**config.mk**
```make
export PLATFORM = sky130hd
export DESIGN_NAME = student_sample_sequencer
export DESIGN_NICKNAME = d
export VERILOG_FILES = /design/src/rtl/student_fir_pkg.sv /design/src/rtl/student_sample_sequencer.sv
export SDC_FILE = /design/constraint.sdc
export NUM_CORES = 1
export LEC_CHECK = 0
export CORE_MARGIN = 10
export CORE_UTILIZATION = 47
export CTS_CLUSTER_SIZE = 20
export DETAILED_ROUTE_END_ITERATION = 16
export PLACE_DENSITY = 0.87
export SKIP_LAST_GASP = 1
export SYNTH_ARGS = -nofsm -noshare
export SYNTH_HDL_FRONTEND = slang
export SYNTH_SLANG_ARGS = --single-unit
```
**constraint.sdc**
```tcl
create_clock -name clk_i -period 6.7 [get_ports clk_i]
set_clock_uncertainty 0.15 [all_clocks]
set_input_delay 1.005 -clock clk_i [delete_from_list [all_inputs] [get_ports clk_i]]
set_output_delay 1.005 -clock clk_i [all_outputs]
set_load 0.01 [all_outputs]
```
**src/rtl/student_fir_pkg.sv**
```systemverilog
`default_nettype none
// ============================================================================
// Package     : student_fir_pkg
// Description : Shared definitions for the student FIR datapath. Holds the
//               sample-sequencer FSM state encoding and the default sample
//               memory geometry used by the sequencer and its DPRAM.
// Revision    : 1.0 - initial release
// ============================================================================
package student_fir_pkg;

  // Default sample-memory geometry
  localparam int c_ADDR_WIDTH = 10;
  localparam int c_DATA_SIZE  = 16;

  // Sequencer FSM: accept a sample, sweep the taps, one settle cycle
  typedef enum logic [1:0] {
    ST_IDLE  = 2'd0,
    ST_READ  = 2'd1,
    ST_DRAIN = 2'd2
  } seq_state_e;

endpackage : student_fir_pkg
`default_nettype wire

```
**src/rtl/student_sample_sequencer.sv**
```systemverilog
`default_nettype none
// ============================================================================
// Module      : student_sample_sequencer
// Description : Accepts one input sample per handshake, writes it into the
//               circular sample DPRAM, then reads NumTaps samples back,
//               newest first, streaming them to the MAC stage with tap index
//               and first/last markers.
// Ports       : clk_i, rst_i                     - clock, sync active-high reset
//               sample_i/_valid_i/_ready_o        - sample input handshake
//               ram_ena_o/wea_o/addra_o/dia_o     - DPRAM write port
//               ram_enb_o/addrb_o, ram_dob_i      - DPRAM read port (1-cycle)
//               mac_valid_o/sample_o/tap_o/
//               first_o/last_o                    - stream to MAC stage
//               busy_o                            - high when not idle
// Revision    : 1.0 - initial release
// ============================================================================
module student_sample_sequencer
  import student_fir_pkg::*;
#(
  parameter int AddrWidth = c_ADDR_WIDTH,
  parameter int DataSize  = c_DATA_SIZE,
  parameter int NumTaps   = 1024
) (
  input  logic                 clk_i,
  input  logic                 rst_i,
  input  logic [DataSize-1:0]  sample_i,
  input  logic                 sample_valid_i,
  output logic                 sample_ready_o,
  output logic                 ram_ena_o,
  output logic                 ram_wea_o,
  output logic [AddrWidth-1:0] ram_addra_o,
  output logic [DataSize-1:0]  ram_dia_o,
  output logic                 ram_enb_o,
  output logic [AddrWidth-1:0] ram_addrb_o,
  input  logic [DataSize-1:0]  ram_dob_i,
  output logic                 mac_valid_o,
  output logic [DataSize-1:0]  mac_sample_o,
  output logic [AddrWidth-1:0] mac_tap_o,
  output logic                 mac_first_o,
  output logic                 mac_last_o,
  output logic                 busy_o
);

  // NumTaps may equal 2**AddrWidth, so the last tap index still fits.
  localparam logic [AddrWidth-1:0] c_LAST_TAP = AddrWidth'(NumTaps - 1);

  seq_state_e           state_q, state_d;
  logic [AddrWidth-1:0] wr_ptr_q, wr_ptr_d;
  logic [AddrWidth-1:0] base_q, base_d;
  logic [AddrWidth-1:0] tap_q, tap_d;

  // Single-stage issue pipeline aligned with the 1-cycle RAM read latency
  logic                 mac_valid_q, mac_valid_d;
  logic [AddrWidth-1:0] mac_tap_q, mac_tap_d;
  logic                 mac_first_q, mac_first_d;
  logic                 mac_last_q, mac_last_d;

  logic accept;
  logic issue;

  // --------------------------------------------------------------------------
  // Next-state logic
  // --------------------------------------------------------------------------
  always_comb begin
    state_d     = state_q;
    wr_ptr_d    = wr_ptr_q;
    base_d      = base_q;
    tap_d       = tap_q;
    mac_valid_d = 1'b0;
    mac_tap_d   = mac_tap_q;
    mac_first_d = 1'b0;
    mac_last_d  = 1'b0;
    accept      = 1'b0;
    issue       = 1'b0;

    case (state_q)
      ST_IDLE: begin
        if (sample_valid_i && !rst_i) begin
          accept  = 1'b1;
          base_d  = wr_ptr_q;
          tap_d   = '0;
          state_d = ST_READ;
        end
      end

      ST_READ: begin
        issue       = !rst_i;
        mac_valid_d = 1'b1;
        mac_tap_d   = tap_q;
        mac_first_d = (tap_q == '0);
        mac_last_d  = (tap_q == c_LAST_TAP);
        tap_d       = tap_q + AddrWidth'(1);
        if (tap_q == c_LAST_TAP) begin
          state_d = ST_DRAIN;
        end
      end

      ST_DRAIN: begin
        // The pointer only moves once the whole burst has been issued, so an
        // aborted burst leaves it untouched.
        wr_ptr_d = wr_ptr_q + AddrWidth'(1);
        state_d  = ST_IDLE;
      end

      default: begin
        state_d = ST_IDLE;
      end
    endcase
  end

  // --------------------------------------------------------------------------
  // State registers
  // --------------------------------------------------------------------------
  always_ff @(posedge clk_i) begin
    if (rst_i) begin
      state_q     <= ST_IDLE;
      wr_ptr_q    <= '0;
      base_q      <= '0;
      tap_q       <= '0;
      mac_valid_q <= 1'b0;
      mac_tap_q   <= '0;
      mac_first_q <= 1'b0;
      mac_last_q  <= 1'b0;
    end else begin
      state_q     <= state_d;
      wr_ptr_q    <= wr_ptr_d;
      base_q      <= base_d;
      tap_q       <= tap_d;
      mac_valid_q <= mac_valid_d;
      mac_tap_q   <= mac_tap_d;
      mac_first_q <= mac_first_d;
      mac_last_q  <= mac_last_d;
    end
  end

  // --------------------------------------------------------------------------
  // Outputs. Everything is forced quiet while reset is held, including the
  // first reset cycle before the registers have been cleared.
  // --------------------------------------------------------------------------
  always_comb begin
    sample_ready_o = (state_q == ST_IDLE) && !rst_i;
    busy_o         = (state_q != ST_IDLE) && !rst_i;

    // Write port: the accepted sample lands at wr_ptr in the handshake cycle.
    ram_ena_o      = accept;
    ram_wea_o      = accept;
    ram_addra_o    = wr_ptr_q;
    ram_dia_o      = accept ? sample_i : '0;

    // Read port: tap 0 is the newest sample, older samples sit below base.
    ram_enb_o      = issue;
    ram_addrb_o    = base_q - tap_q;

    // RAM data arrives one cycle after issue, alongside the piped tap info.
    mac_valid_o    = mac_valid_q && !rst_i;
    mac_sample_o   = mac_valid_o ? ram_dob_i : '0;
    mac_tap_o      = rst_i ? '0 : mac_tap_q;
    mac_first_o    = mac_first_q && mac_valid_o;
    mac_last_o     = mac_last_q && mac_valid_o;
  end

endmodule : student_sample_sequencer
`default_nettype wire

```
==> tab_implementation.tex <==
\begin{tabular}{lr}
\hline
Metric & Value \\
\hline
\multicolumn{2}{l}{\textbf{Route}} \\
\quad Remaining DRCs & 0 \\
\quad Wirelength per Cell & 15.2 um \\
\quad Antenna-violating nets left & 0 \\
\quad Vias after detailed routing & roughly 2,500 \\
\quad Iter 0 DRT Violations & about 160 \\
\quad Final wirelength & roughly 7200 um \\
\quad Number of detailed-route iterations in the first pass & 4 \\
\quad Drt via density & $\sim$5.2 \\
\multicolumn{2}{l}{\textbf{Final layout}} \\
\quad Number of cells in the finished layout apart from fillers & between 400 and 500 \\
\quad Cell area after layout & about 3700 sq um \\
\quad Most common cell after layout, fill and taps aside & sky130\_fd\_sc\_hd\_\_clkdlybuf4s50\_1 \\
\quad Fraction of layout cells with a size suffix above 1 & 0.0417 \\
\quad Synth-to-layout area growth & 45.1\% \\
\quad Most frequent cells in the layout & 104 x sky130\_fd\_sc\_hd\_\_clkdlybuf4s50\_1, 45 x sky130\_fd\_sc\_hd\_\_dfxtp\_1, 37 x sky130\_fd\_sc\_hd\_\_nor2\_1 \\
\quad Fin nets & $\sim$460 \\
\quad Number of antenna repair diodes & 0 \\
\multicolumn{2}{l}{\textbf{Die}} \\
\quad Initial Utilization & 0.492 \\
\quad Placeable core area & 5200 sq um \\
\quad Die height & about 94 um \\
\quad Overall die area & 8800 sq um \\
\quad Num rows & 26 \\
\quad Chip width & roughly 94 um \\
\quad Top-level port count & between 100 and 150 \\
\multicolumn{2}{l}{\textbf{STA}} \\
\quad Max Transition Viols Final & 0 \\
\quad Setup TNS Final & 0 ps \\
\quad Final min period & around 4400 ps \\
\quad Max\_slew headroom & 0.204 \\
\quad Fin. Hold Viols & 0 \\
\quad Final setup violation count & 0 \\
\quad Max Clk Rate & 229 MHz \\
\quad Portion of the clock cycle consumed by the worst path in the final layout & 0.652 \\
\quad Worst hold slack across all endpoints & roughly 350 ps \\
\quad RSZ-0062 raised after global routing & false \\
\quad Transition time of the tightest slew-check pin & between 1000 and 1500 ps \\
\multicolumn{2}{l}{\textbf{Place}} \\
\quad Gp weighted congestion & $\sim$0.84 \\
\quad Final HPWL DP & 5590 um \\
\quad Placed inst area & around 3600 sq um \\
\quad Port Buffers & 104 \\
\quad Cell Count Post-Placement & 470 \\
\multicolumn{2}{l}{\textbf{Power and ir drop}} \\
\quad Relative contribution of combinational cells to total power & 0.228 \\
\quad Switching part of the total power & 0.256 \\
\quad Net switching power of the design & between 150 and 200 uW \\
\quad Total power divided by cell area & $\sim$170 nW/um\^{}2 \\
\quad Design internal power & approximately 470 uW \\
\quad Worst vdd ir & around 0.00013 V \\
\quad Reg power frac & 0.446 \\
\quad Final Power & around 630 uW \\
\quad Clock network fraction of total power & 0.326 \\
\quad Leakage power total & 0.00138 uW \\
\multicolumn{2}{l}{\textbf{Critical path}} \\
\quad Buf/Inv on CP & 3 \\
\quad Crit path capture type & output pin \\
\quad Critical Path Max Stage Delay & around 750 ps \\
\quad Cell breakdown of the critical path & clkdlybuf4s50\_1, buf\_4, nor2b\_1, and2\_1, clkdlybuf4s50\_1 \\
\quad Critical path required time & around 5500 ps \\
\quad Slowest library cell on the worst path & sky130\_fd\_sc\_hd\_\_nor2b\_1 \\
\quad Highest fanout seen on the critical path & 49 \\
\quad Worst Path Arrival & 3210 ps \\
\quad Kind of cell adding the most delay to the critical path & buffers and inverters \\
\quad Critical Path Source Type & primary input \\
\quad Worst Path Class, Setup & primary input to output pin \\
\quad Most frequent cell on the critical path & sky130\_fd\_sc\_hd\_\_clkdlybuf4s50\_1 \\
\multicolumn{2}{l}{\textbf{Global routing}} \\
\quad Number of antenna violations at the first check in global routing & 0 \\
\quad Global-route total usage across every layer & 0.161 \\
\quad GRT Residual Overflow & 0 \\
\quad Global-route wire length before repair & about 12,000 um \\
\quad Maximum number of pins on one net before global-route repair & 50 \\
\quad Vias in the first global route & 2,490 \\
\multicolumn{2}{l}{\textbf{Logic synthesis}} \\
\quad Post-synthesis sequential area ratio & 0.352 \\
\quad Register bit total from synthesis & 45 \\
\quad Flip-flop cell with the highest count after synthesis & sky130\_fd\_sc\_hd\_\_dfxtp\_1 \\
\quad Post-synthesis instance area & roughly 2600 sq um \\
\quad Gate count of the mapped netlist & roughly 310 \\
\quad Synth Area per Inst & $\sim$8 sq um \\
\quad Yosys Warn Count & 0 \\
\quad Post-synth cell types & 46 \\
\quad Count of flip-flops with a built-in enable after synthesis & 0 \\
\quad Nets in the synthesized netlist & 360 \\
\quad Async set or reset register ratio after synthesis & 0 \\
\multicolumn{2}{l}{\textbf{Clock tree}} \\
\quad CTS HTree Levels & 2 \\
\quad Number of buffers created by CTS & 5 \\
\quad Post-CTS repair timing setup buffer count & 0 \\
\quad Number of hold buffers added after cts & 0 \\
\quad Root Driver & sky130\_fd\_sc\_hd\_\_clkbuf\_8 \\
\quad Cells resized by post-CTS repair & 0 \\
\quad Source-to-sink clock delay at the later pin of the worst-skew pair & around 300 ps \\
\quad Clk buf depth & 2 \\
\quad TritonCTS clock tree & built \\
\quad Clock input transition at the sequential cells of the worst setup and hold paths & roughly 90 ps \\
\quad CTS Sinks & 45 \\
\multicolumn{2}{l}{\textbf{Hold path}} \\
\quad Class of the most critical hold timing path & register to register \\
\multicolumn{2}{l}{\textbf{Status}} \\
\quad Run status & complete, no violations \\
\multicolumn{2}{l}{\textbf{Flow run}} \\
\quad Max-capacitance violation count & 0 \\
\hline
\end{tabular}
## layer usage
layer / share of wire / track usage / wire [um] / vias to the layer above
met5: 0 / 0 / 0 / -
met4: 0.0041 / 0.0190 / 30 / 0
met2: 0.51 / 0.283 / 3660 / 71
met1: 0.41 / 0.189 / 2980 / 1142
li1: - / - / - / 1246
met3: 0.079 / 0.0544 / 571 / 5
## power by group through the flow
stage | clock (uW) | sequential, uW | combinational (uW)
2_1_floorplan | 0 | 286 | 73.5
3_3_place_gp | 0 | 287 | 142
3_5_place_dp | 0 | 287 | 144
4_1_cts | 207 | 281 | 145
5_1_grt | 220 | 282 | 156
6_report | 205 | 281 | 143
## worst register-to-register path: stages, from the launching register on
cell	delay [ps]
sky130_fd_sc_hd__dfxtp_1	480
sky130_fd_sc_hd__nand2b_1	390
sky130_fd_sc_hd__nor2_1	810
sky130_fd_sc_hd__nand4_1	190
sky130_fd_sc_hd__nor4_1	260
## cell type report
| type | count | area [sq um] |
|---|---|---|
| sequential | 45 | 901 |
| tap | 70 | 87.6 |
| clock buffer | 5 | 68.8 |
| clock inverter | 3 | 46.3 |
| fill | 414 | 1490 |
| timing repair buffer | 106 | 1060 |
| inverter | 13 | 48.8 |
| multi-input combinational | 236 | 1500 |
## sequential cells by signal (all words and copies together) (netlist names)
signal and cells:
mac_valid_q 1, mac_last_q 1, tap_q 10, state_q 2, base_q 10, ram_addra_o 10, mac_first_q 1, mac_tap_q 10
## cells in the mapped netlist (all sizes together), types with 2 or more instances
| library cell | n | share of area |
|---|---|---|
| inv | 13 | 0.019 |
| o21ai | 16 | 0.031 |
| clkbuf | 8 | 0.020 |
| buf | 10 | 0.021 |
| or3 | 3 | 0.0073 |
| nand3 | 11 | 0.025 |
| dfxtp | 45 | 0.35 |
| nor2 | 37 | 0.054 |
| a31oi | 2 | 0.0049 |
| nor4 | 2 | 0.0049 |
| o31ai | 2 | 0.0059 |
| and2 | 35 | 0.086 |
| a211oi | 3 | 0.0088 |
| a21oi | 16 | 0.031 |
| a21o | 2 | 0.0059 |
| and3 | 2 | 0.0049 |
| a22oi | 2 | 0.0059 |
| xnor2 | 7 | 0.024 |
| a311oi | 2 | 0.0068 |
| nor3 | 5 | 0.012 |
| nor2b | 14 | 0.034 |
| nand4 | 6 | 0.015 |
| xor2 | 10 | 0.034 |
| nand2b | 14 | 0.034 |
| ha | 12 | 0.059 |
| a2bb2oi | 4 | 0.014 |
| nand2 | 16 | 0.023 |
## through the flow
step	setup slack (ps)	utilization
after global routing	2030	0.713
after floorplan	3570	-
after detailed placement	2290	0.691
after CTS	2280	0.713
after global placement	2350	0.691
final	2330	0.713
## final timing paths
path / end / start / slack, ps / cells past startpoint
max: mac_sample_o[12] / rst_i / 2330 / 5
min: base_q[3]$_SDFFE_PP0P_ / base_q[3]$_SDFFE_PP0P_ / 350 / 2
max reg2reg: mac_first_q$_SDFF_PN0_ / state_q[0]$_SDFFE_PP0P_ / 4320 / 4
min reg2reg: base_q[3]$_SDFFE_PP0P_ / base_q[3]$_SDFFE_PP0P_ / 350 / 2
## cell families after synthesis
| family | count (synthesis) | share of synthesized area |
|---|---|---|
| and+or+nand+nor | 150 | 0.325 |
| buffers and inverters | 31 | 0.0601 |
| AOI/OAI and AO/OA | 55 | 0.134 |
| DFF | 45 | 0.352 |
| muxes | 1 | 0.00391 |
| xor gates and xnor gates | 17 | 0.0582 |
| adders and majority gates | 13 | 0.0665 |
(Power assumes the default switching activity.)
